===== src/rtl/dmem_arb_pkg.sv =====
// Shared constants and address helpers for the data-memory bank arbiter.
package dmem_arb_pkg;

  localparam int NUM_CORES    = 4;
  localparam int NUM_BANKS    = 4;
  localparam int BANK_IDX_W   = 2;
  localparam int DEF_BANK_AW  = 8;
  localparam int DEF_BANK_LSB = 2;

  // Word-interleaved bank index taken from the byte address.
  function automatic logic [BANK_IDX_W-1:0] bank_of(input logic [31:0] addr, input int lsb);
    return addr[lsb +: BANK_IDX_W];
  endfunction

endpackage


===== src/rtl/rr_arbiter4.sv =====
// Four-way round-robin arbiter: one-hot grant, 2-bit pointer that moves past the winner.
module rr_arbiter4 (
  input  logic       clk,
  input  logic       rst_n,
  input  logic [3:0] i_req,
  output logic [3:0] o_gnt,
  output logic [1:0] o_ptr
);

  logic [1:0] r_ptr;
  logic [1:0] w_idx;
  logic [1:0] w_win;

  // Scan from the farthest offset back to the pointer so the nearest requester wins last.
  always_comb begin
    o_gnt = '0;
    w_idx = '0;
    w_win = r_ptr;
    for (int off = 3; off >= 0; off--) begin
      w_idx = r_ptr + 2'(off);
      if (i_req[w_idx]) begin
        o_gnt        = '0;
        o_gnt[w_idx] = 1'b1;
        w_win        = w_idx;
      end
    end
  end

  always_ff @(posedge clk) begin
    if (!rst_n) begin
      r_ptr <= 2'd0;
    end else if (|i_req) begin
      r_ptr <= w_win + 2'd1;
    end
  end

  assign o_ptr = r_ptr;

endmodule


===== src/rtl/dmem_bank_arbiter.sv =====
// Routes four core data ports onto four word-interleaved single-port banks with
// per-bank round-robin arbitration and a one-cycle registered read response.
module dmem_bank_arbiter #(
  parameter int NUM_CORES = dmem_arb_pkg::NUM_CORES,
  parameter int NUM_BANKS = dmem_arb_pkg::NUM_BANKS,
  parameter int BANK_AW   = dmem_arb_pkg::DEF_BANK_AW,
  parameter int BANK_LSB  = dmem_arb_pkg::DEF_BANK_LSB
) (
  input  logic                           clk,
  input  logic                           rst_n,
  input  logic [NUM_CORES-1:0]           core_req,
  input  logic [NUM_CORES-1:0]           core_we,
  input  logic [NUM_CORES*32-1:0]        core_addr,
  input  logic [NUM_CORES*32-1:0]        core_wdata,
  output logic [NUM_CORES-1:0]           core_stall,
  output logic [NUM_CORES-1:0]           core_rvalid,
  output logic [NUM_CORES*32-1:0]        core_rdata,
  output logic [NUM_BANKS-1:0]           bank_en,
  output logic [NUM_BANKS-1:0]           bank_we,
  output logic [NUM_BANKS*BANK_AW-1:0]   bank_addr,
  output logic [NUM_BANKS*32-1:0]        bank_wdata,
  input  logic [NUM_BANKS*32-1:0]        bank_rdata
);

  import dmem_arb_pkg::*;

  // Handshake: a core presents core_req with we/addr/wdata and holds them while
  // core_stall is high; the access is accepted in any cycle where req=1 and stall=0.
  logic [NUM_CORES-1:0]  w_req;
  logic [NUM_CORES-1:0]  w_granted;
  logic [NUM_CORES-1:0]  w_rd_grant;
  logic [BANK_IDX_W-1:0] w_core_bank [NUM_CORES];
  logic [NUM_CORES-1:0]  w_bank_req  [NUM_BANKS];
  logic [NUM_CORES-1:0]  w_bank_gnt  [NUM_BANKS];
  logic [1:0]            w_rr_ptr    [NUM_BANKS];
  logic [NUM_CORES*32-1:0] w_live_rdata;
  logic                  w_unused_ptr;

  logic [NUM_CORES-1:0]    r_resp_pend;
  logic [BANK_IDX_W-1:0]   r_resp_bank [NUM_CORES];
  logic [NUM_CORES*32-1:0] r_rdata_hold;

  // Requests are masked during reset so no bank is touched and nobody stalls.
  always_comb begin
    w_req = core_req & {NUM_CORES{rst_n}};
    for (int c = 0; c < NUM_CORES; c++) begin
      w_core_bank[c] = bank_of(core_addr[32*c +: 32], BANK_LSB);
    end
    for (int b = 0; b < NUM_BANKS; b++) begin
      w_bank_req[b] = '0;
      for (int c = 0; c < NUM_CORES; c++) begin
        w_bank_req[b][c] = w_req[c] && (w_core_bank[c] == BANK_IDX_W'(b));
      end
    end
  end

  for (genvar gb = 0; gb < NUM_BANKS; gb++) begin : g_bank_arb
    rr_arbiter4 u_arb (
      .clk   (clk),
      .rst_n (rst_n),
      .i_req (w_bank_req[gb]),
      .o_gnt (w_bank_gnt[gb]),
      .o_ptr (w_rr_ptr[gb])
    );
  end

  always_comb begin
    bank_en    = '0;
    bank_we    = '0;
    bank_addr  = '0;
    bank_wdata = '0;
    w_granted  = '0;
    for (int b = 0; b < NUM_BANKS; b++) begin
      bank_en[b] = |w_bank_gnt[b];
      for (int c = 0; c < NUM_CORES; c++) begin
        if (w_bank_gnt[b][c]) begin
          bank_we[b]                       = core_we[c];
          bank_addr[b*BANK_AW +: BANK_AW]  = core_addr[32*c + BANK_LSB + BANK_IDX_W +: BANK_AW];
          bank_wdata[32*b +: 32]           = core_wdata[32*c +: 32];
          w_granted[c]                     = 1'b1;
        end
      end
    end
    core_stall = w_req & ~w_granted;
    w_rd_grant = w_granted & ~core_we;
  end

  always_ff @(posedge clk) begin
    if (!rst_n) begin
      r_resp_pend  <= '0;
      r_rdata_hold <= '0;
      for (int c = 0; c < NUM_CORES; c++) begin
        r_resp_bank[c] <= '0;
      end
    end else begin
      r_resp_pend <= w_rd_grant;
      for (int c = 0; c < NUM_CORES; c++) begin
        if (w_rd_grant[c]) begin
          r_resp_bank[c] <= w_core_bank[c];
        end
        if (r_resp_pend[c]) begin
          r_rdata_hold[32*c +: 32] <= w_live_rdata[32*c +: 32];
        end
      end
    end
  end

  // Live bank data is shown during rvalid; afterwards the captured copy holds it.
  always_comb begin
    core_rvalid  = r_resp_pend & {NUM_CORES{rst_n}};
    w_live_rdata = '0;
    core_rdata   = '0;
    for (int c = 0; c < NUM_CORES; c++) begin
      w_live_rdata[32*c +: 32] = bank_rdata[32*r_resp_bank[c] +: 32];
      core_rdata[32*c +: 32]   = core_rvalid[c] ? w_live_rdata[32*c +: 32]
                                                : r_rdata_hold[32*c +: 32];
    end
  end

  // Pointer state is kept visible for checker binding; the datapath does not consume it.
  always_comb begin
    w_unused_ptr = 1'b0;
    for (int b = 0; b < NUM_BANKS; b++) begin
      w_unused_ptr = w_unused_ptr ^ (^w_rr_ptr[b]);
    end
  end

endmodule


===== config.mk =====
export PLATFORM = sky130hd
export DESIGN_NAME = dmem_bank_arbiter
export DESIGN_NICKNAME = d
export VERILOG_FILES = /design/src/rtl/dmem_arb_pkg.sv /design/src/rtl/rr_arbiter4.sv /design/src/rtl/dmem_bank_arbiter.sv
export SDC_FILE = /design/constraint.sdc
export NUM_CORES = 1
export LEC_CHECK = 0
export CORE_AREA = 4 4 272 274
export CTS_BUF_LIST = sky130_fd_sc_hd__clkbuf_8
export CTS_CLUSTER_SIZE = 14
export DETAILED_ROUTE_END_ITERATION = 12
export DIE_AREA = 0 0 276 278
export RECOVER_POWER = 50
export SKIP_CTS_REPAIR_TIMING = 1
export SYNTH_ARGS = -nofsm -noshare
export SYNTH_HDL_FRONTEND = slang
export SYNTH_SLANG_ARGS = --single-unit

===== constraint.sdc =====
create_clock -name clk -period 4.55 [get_ports clk]
set_clock_uncertainty 0.05 [all_clocks]
set_input_delay 0.6825 -clock clk [delete_from_list [all_inputs] [get_ports clk]]
set_output_delay 0.6825 -clock clk [all_outputs]
set_load 0.005 [all_outputs]

Word level (Yosys, flattened, before mapping)
Memories as Yosys holds them, arrays and structs flattened.
Index checks and enable logic that the tools add are counted.
{"block": "word_totals", "regBits": 140, "latchBits": 0, "mem_bits_rw": 8, "romBits": 0, "inputBits": 394, "output_inout_bits": 304, "wordCells": 309, "n_memories": 1}
{"block": "classes", "add_sub_neg": 16, "multipliers": 0, "n_div": 0, "magnitude_cmp": 32, "n_eq_ne": 12, "shifts": 4, "n_mux": 181, "bitwise_logic": 10, "n_reduce_logical": 44}
{"name": "r_resp_bank", "depth": 4, "width": 2, "rd": 4, "rd_ports_with_merged_regs": 0, "write_ports": 4, "line_no": "dmem_bank_arbiter.sv:40", "rtl": "logic [BANK_IDX_W-1:0] r_resp_bank [NUM_CORES];"}
{"cell": "2-to-1 mux 32 bit", "n": 20}
{"cell": "variable part select 128 x 8 -> 32 bit", "n": 4}
{"cell": "2-to-1 mux 8 bit", "n": 16}
{"cell": "2-to-1 mux 1 bit", "n": 77}
{"cell": "2-to-1 mux 4 bit", "n": 16}
{"cell": "less-than comparator 2 x 3 -> 1 bit (second input constant)", "n": 16}
{"cell": "2-to-1 mux 2 bit", "n": 20}
{"cell": "binary-select mux 1 bit (select 2 bit)", "n": 16}
{"cell": "demux 1 bit (select 2 bit)", "n": 16}
{"cell": ">= comparator 2 x 1 -> 1 bit (second input constant)", "n": 16}
{"cell": "logical AND 1 bit", "n": 32}
{"cell": "OR reduction 4 bit", "n": 8}
{"cell": "adder 2 x 1 -> 2 bit (second input constant)", "n": 8}
{"cell": "adder 2 bit (second input constant)", "n": 8}
{"cell": "AND 4 bit", "n": 4}
{"cell": "== test 2 bit (second input constant)", "n": 8}
{"cell": "== test 2 x 1 -> 1 bit (second input constant)", "n": 4}
{"cell": "logical NOT 2 bit", "n": 4}
{"cell": "NOT 4 bit", "n": 2}
{"cell": "OR 1 bit", "n": 4}

Logic depth before layout (Yosys ltp)
Gate-level depths: netlist of the first run.
{"block": "depth", "word_depth": 18, "depth_mapped": 14, "mapped_depth_nobuf": 9}

Cells and area by module
A second synthesis of the first run with hierarchy kept.
{"block": "hier_totals", "hier_cells": 1965, "area_unflattened_um2": 16553.4}
{"mod": "dmem_bank_arbiter", "n_inst": 1, "cells_each": 1712, "area_per_inst_um2": 14198.6, "seq_area_each_um2": 2882.8}
{"mod": "rr_arbiter4 (g_bank_arb[0].u_arb ...)", "n_inst": 3, "cells_each": 63, "area_per_inst_um2": 598.1, "seq_area_each_um2": 40.0}
{"mod": "rr_arbiter4 (g_bank_arb[3].u_arb)", "n_inst": 1, "cells_each": 64, "area_per_inst_um2": 560.5, "seq_area_each_um2": 40.0}

Worst setup path after synthesis of the first run
No wires, ideal clock.
{"block": "synth_timing", "path_type": "register -> output", "startpoint": "reg g_bank_arb[1].u_arb.r_ptr[0]", "endpoint": "out bank_addr[10]", "arrival_ps": 3053, "t_required_ps": 3818, "slack_ps": 764, "stages_incl_launch_ff": 15, "path_buffers": 5, "path_cell_list": "dfxtp_1 buf_2 inv_1 ha_1 clkbuf_1 nand2b_1 a2bb2o_1 a2111oi_0 a222oi_1 buf_4 nor2b_4 buf_6 buf_8 a221oi_2 nor2_1"}
{"block": "synth_between", "elab_chain_len": 13, "word_cells_on_any_way": 39, "cone_classes": "3 x add/sub; 8 x order compare; 24 x mux; 4 x reduce/logical"}
{"element": "from (decl)", "line_no": "rr_arbiter4.sv:10", "rtl": "logic [1:0] r_ptr;"}
{"element": "from (signal assigned)", "line_no": "rr_arbiter4.sv:33", "rtl": "r_ptr <= w_win + 2'd1;"}
{"element": "adder 2 bit", "line_no": "rr_arbiter4.sv:20", "rtl": "w_idx = r_ptr + 2'(off);"}
{"element": "less-than comparator 2 x 3 -> 1 bit (not written as such) or >= comparator 2 x 1 -> 1 bit (tied branches)", "line_no": "rr_arbiter4.sv:23", "rtl": "o_gnt[w_idx] = 1'b1;"}
{"element": "logical AND 1 bit (not written as such)", "line_no": "rr_arbiter4.sv:23"}
{"element": "2-to-1 mux 1 bit (not written as such)", "line_no": "rr_arbiter4.sv:23"}
{"element": "demux 1 bit (select 2 bit)"}
{"element": "2-to-1 mux 4 bit (3 in a row)", "line_no": "rr_arbiter4.sv:21", "rtl": "if (i_req[w_idx]) begin"}
{"element": "2-to-1 mux 4 bit *", "line_no": "rr_arbiter4.sv:21"}
{"element": "2-to-1 mux 8 bit (3 in a row)", "line_no": "dmem_bank_arbiter.sv:76", "rtl": "if (w_bank_gnt[b][c]) begin"}
{"element": "2-to-1 mux 8 bit *", "line_no": "dmem_bank_arbiter.sv:76"}
{"element": "to (decl)", "line_no": "dmem_bank_arbiter.sv:20", "rtl": "output logic [NUM_BANKS*BANK_AW-1:0] bank_addr,"}
Every way passes the cells marked *; elsewhere a longest branch is shown, timed or not. The select of a mux whose other input is x is not followed.

Final worst setup path of the first run
{"block": "layout_timing", "startpoint": "in core_addr[67]", "endpoint": "out bank_wdata[114]"}
{"block": "layout_between", "elab_chain_len": 12, "word_cells_on_any_way": 18, "cone_classes": "1 x eq/ne; 16 x mux; 1 x reduce/logical"}
{"element": "from (decl)", "line_no": "dmem_bank_arbiter.sv:13", "rtl": "input logic [NUM_CORES*32-1:0] core_addr,"}
{"element": "== test 2 bit *", "line_no": "dmem_bank_arbiter.sv:52", "rtl": "w_bank_req[b][c] = w_req[c] && (w_core_bank[c] == BANK_IDX_W'(b));"}
{"element": "logical AND 1 bit *", "line_no": "dmem_bank_arbiter.sv:52"}
{"element": "binary-select mux 1 bit (select 2 bit)", "line_no": "rr_arbiter4.sv:21"}
{"element": "2-to-1 mux 1 bit (not written as such)", "line_no": "rr_arbiter4.sv:21"}
{"element": "2-to-1 mux 4 bit (3 in a row)", "line_no": "rr_arbiter4.sv:21"}
{"element": "2-to-1 mux 4 bit *", "line_no": "rr_arbiter4.sv:21"}
{"element": "2-to-1 mux 32 bit (3 in a row)", "line_no": "dmem_bank_arbiter.sv:76"}
{"element": "2-to-1 mux 32 bit *", "line_no": "dmem_bank_arbiter.sv:76"}
{"element": "to (decl)", "line_no": "dmem_bank_arbiter.sv:21", "rtl": "output logic [NUM_BANKS*32-1:0] bank_wdata,"}
Marked as above.

==> metrics.md, run 1 <==
| Metric | Value |
|---|---|
| Critical Path Start | `core_addr[67]` |
| Slew @ Worst Pin | `2.23 ns` |
| DR iter-0 viols | `1411` |
| DR pass1 iterations | `7` |
| CP arrival | `3.82 ns` |
| Initial antenna violation count | `18` |
| Yosys reg bits | `148` |
| Setup CP Type | `input port to output pin` |
| Starting Density | `23.9%` |
| Slew HR | `-48.6%` |
| Final setup vio count | `1` |
| Slew Viols, Final | `186` |
| Clock transition at path regs | `0.08 ns` |
| Final Hold Viols | `0` |
| First-pass GRT wire length | `126 mm` |
| Post-route cell area | `27500 µm²` |
| DRC viols | `0` |
| Max VDD drop | `232 µV` |
| Syn-to-layout area delta | `61.2%` |
| R2R Setup Slk | `1.00 ns` |
| Placed inst area | `25600 µm²` |
| Post-DP HPWL | `65.4 mm` |
| Reg-to-Reg Start | `g_bank_arb[0].u_arb.o_ptr[0]$_SDFFE_PN0P_` |
| EDFF count, synth | `8` |
| Clock sinks | `148` |
| Syn_area_per_cell | `10.2 µm²` |
| Tmin final | `4.55 ns` |
| Status | `finished, violations left` |
| Post-synth top cells | `190 x nor2_1, 170 x o22ai_1, 149 x mux4_2` |
| Seq/Total Area, Yosys | `17.8%` |
| Setup WS post-layout | `-0.00429 ns` |
| Post-synth cell types | `60` |
| Setup WS pre-CTS | `-0.708 ns` |
| Largest net degree at the start of global routing | `120` |
| Tightest Hold Check Type | `register to register` |
| CP startpoint kind | `input port` |
| PortBufs | `609` |
| Max cap viols | `3` |
| Antenna Violating Nets Remaining | `0` |
| Die Y | `278 µm` |
| YS warnings | `0` |
| Placed insts | `3304` |
| Post-synth top area share | `19.7%` |
| CTS tree | `built` |
| Cells after Synth | `1676` |
| Worst-path maximum fanout | `8` |
| Post-Syn Area | `17000 µm²` |
| Cell depth of the worst flop-to-flop path | `11` |
| Crit end category | `output pin` |
| Grt total ovfl | `0` |
| Vias/cell | `5.58` |
| Fill count | `6993` |
| Clk buf depth | `2` |
| Synth area leaders | `mux4_2 20%, dfxtp_1 16%, a221oi_2 9.7%` |
| Period utilization | `100%` |
| Layout cell share with drive strength beyond 1 | `33.1%` |
| Clk Latency, worst-skew pair | `0.49 ns` |
| Root buffer cell | `clkbuf_8` |
| Final cell count without fillers | `3413` |
| Final WL | `89.9 mm` |
| Dominant synthesized flop cell | `dfxtp_1` |
| CTS H-tree lvls | `4` |
| Leakage power total | `0.0119 µW` |
| Core area | `71400 µm²` |
| Pwr Density | `445 nW/µm²` |
| Top-count cell post-synth | `nor2_1` |
| F_max | `0.220 GHz` |
| Leading area contributor after synthesis | `mux4_2` |
| Critical Path RT | `3.82 ns` |
| RR Endpoint | `r_resp_bank[1][1]$_SDFFCE_PN0P_` |
| Wirelength per Cell | `26.3 µm` |
| DIE AREA | `76700 µm²` |
| FP Rows | `98` |
| Ports | `698` |
| Fin Setup TNS | `-0.00429 ns` |
| Gpl congestion | `0.919` |
| Vias in the first global route | `19200` |
| Syn Nets | `2102` |
| GRT Total Usage | `21.0%` |
| Num CTS Buffers | `17` |
| Area occupied by multi-input gates | `13300 µm²` |
| Via count | `19000` |
| Synth async-reset ratio | `0%` |
| NumNets Final | `2862` |
| Register area | `3050 µm²` |
| Failing checks | `max-capacitance violations, max-slew violations, negative setup slack` |
| Unrepaired setup endpoints after global routing | `yes` |
| Worst Setup EP | `bank_wdata[114]` |
| Die Wd | `276 µm` |
## through the flow
step                      total power, µW  hold slack [ns]  util (%)
after CTS                           12100            0.474      36.4
after floorplan                      6240            0.427         -
after global routing                12900            0.490      38.5
after global placement              10900            0.440      35.9
after detailed placement            10900            0.448      35.9
final                               12200            0.470      38.5
## worst max-delay path, cell delays in order
cell	delay, ns
dlymetal6s2s_1	0.14
buf_6	0.14
and4_2	0.24
mux4_2	0.54
a222oi_1	0.69
nor2b_4	0.38
clkbuf_16	0.20
a221oi_2	0.05
nor2_1	0.20
clkdlybuf4s50_1	0.55
## flip-flops by register name, indices dropped and copies added (netlist names)
| register | count |
|---|---|
| g_bank_arb.u_arb.o_ptr | 8 |
| r_resp_pend | 4 |
| r_rdata_hold | 128 |
| r_resp_bank | 8 |
## how the worst min path moves through the flow
| stage | from | to | cells past startpoint | slack [ns] |
|---|---|---|---|---|
| floorplan | r_rdata_hold[0]$_SDFFE_PN0P_ | r_rdata_hold[0]$_SDFFE_PN0P_ | 2 | 0.43 |
| global placement | r_rdata_hold[82]$_SDFFE_PN0P_ | r_rdata_hold[82]$_SDFFE_PN0P_ | 2 | 0.44 |
| detailed placement | r_rdata_hold[93]$_SDFFE_PN0P_ | r_rdata_hold[93]$_SDFFE_PN0P_ | 2 | 0.45 |
| CTS | r_rdata_hold[93]$_SDFFE_PN0P_ | r_rdata_hold[93]$_SDFFE_PN0P_ | 2 | 0.47 |
| global route | r_rdata_hold[34]$_SDFFE_PN0P_ | r_rdata_hold[34]$_SDFFE_PN0P_ | 2 | 0.49 |
| finish | r_rdata_hold[93]$_SDFFE_PN0P_ | r_rdata_hold[93]$_SDFFE_PN0P_ | 2 | 0.47 |
## placed cells by master (no fill, tap or decap), types with 6 or more instances in the layout
master and n:
clkdlybuf4s50_1 406, buf_4 239, nor2_1 183, o22ai_1 164
dlymetal6s2s_1 155, mux4_2 149, mux2i_1 135, dfxtp_1 135
nor2b_1 133, a221oi_2 119, mux2_2 111, a221oi_1 47
dlygate4sd3_1 36, buf_12 35, inv_1 30, ha_1 28
nand3_1 20, nand2_1 17, mux2_1 17, clkbuf_8 17
clkbuf_2 16, a21oi_1 15, diode_2 14, buf_6 13
o21ai_0 11, a222oi_1 9, nand4b_1 8, clkbuf_16 8
edfxtp_1 8, nor2_2 7, xnor2_1 7, nand2b_1 6
a211oi_1 6, clkbuf_1 6
## cells by family after synthesis
kind of cell / after synthesis / share of synthesized area (%)
AOI/OAI and AO/OA: 422 / 22.5
xor gates and xnor gates: 8 / 0.411
adders and majority gates: 32 / 2.35
buffers and inverters: 216 / 7.09
DFF: 148 / 17.8
muxes: 412 / 36.1
and+or+nand+nor: 438 / 13.7
## cell type report
type	count	area share, %
Clock buffer	17	0.851
Inverter	31	0.432
Sequential cell	148	11.1
Timing Repair Buffer	925	34.3
Tap cell	950	4.32
Clock inverter	15	0.592
Multi-Input combinational cell	1313	48.3
Antenna cell	14	0.127
## metal layers
| layer | share of wire [%] | wire [µm] | GRT usage (%) |
|---|---|---|---|
| met1 | 38 | 33800 | 25.0 |
| met2 | 50 | 44700 | 36.9 |
| met3 | 8.4 | 7520 | 4.86 |
| met4 | 4.3 | 3850 | 8.17 |
| met5 | 0.040 | 36 | 0 |
## power by group
| part | internal, µW | leakage (µW) | switching, µW |
|---|---|---|---|
| registers | 1580 | 0.00123 | 137 |
| clock network | 456 | 0.000189 | 643 |
| logic | 4950 | 0.0105 | 4470 |
| total | 6990 | 0.0119 | 5250 |
Power figures use the tool's default switching activity.
==> run 2, diff against run 1 <==
--- a/config.mk
+++ b/config.mk
@@ -5,6 +5,7 @@
 export SDC_FILE = /design/constraint.sdc
 export NUM_CORES = 1
 export LEC_CHECK = 0
+export ABC_CLOCK_PERIOD_IN_PS = 4550
 export CORE_AREA = 4 4 272 274
 export CTS_BUF_LIST = sky130_fd_sc_hd__clkbuf_8
 export CTS_CLUSTER_SIZE = 14
==> results of run 2 <==
Same layout as run 1: the final DEF is identical, and so are final timing and power.
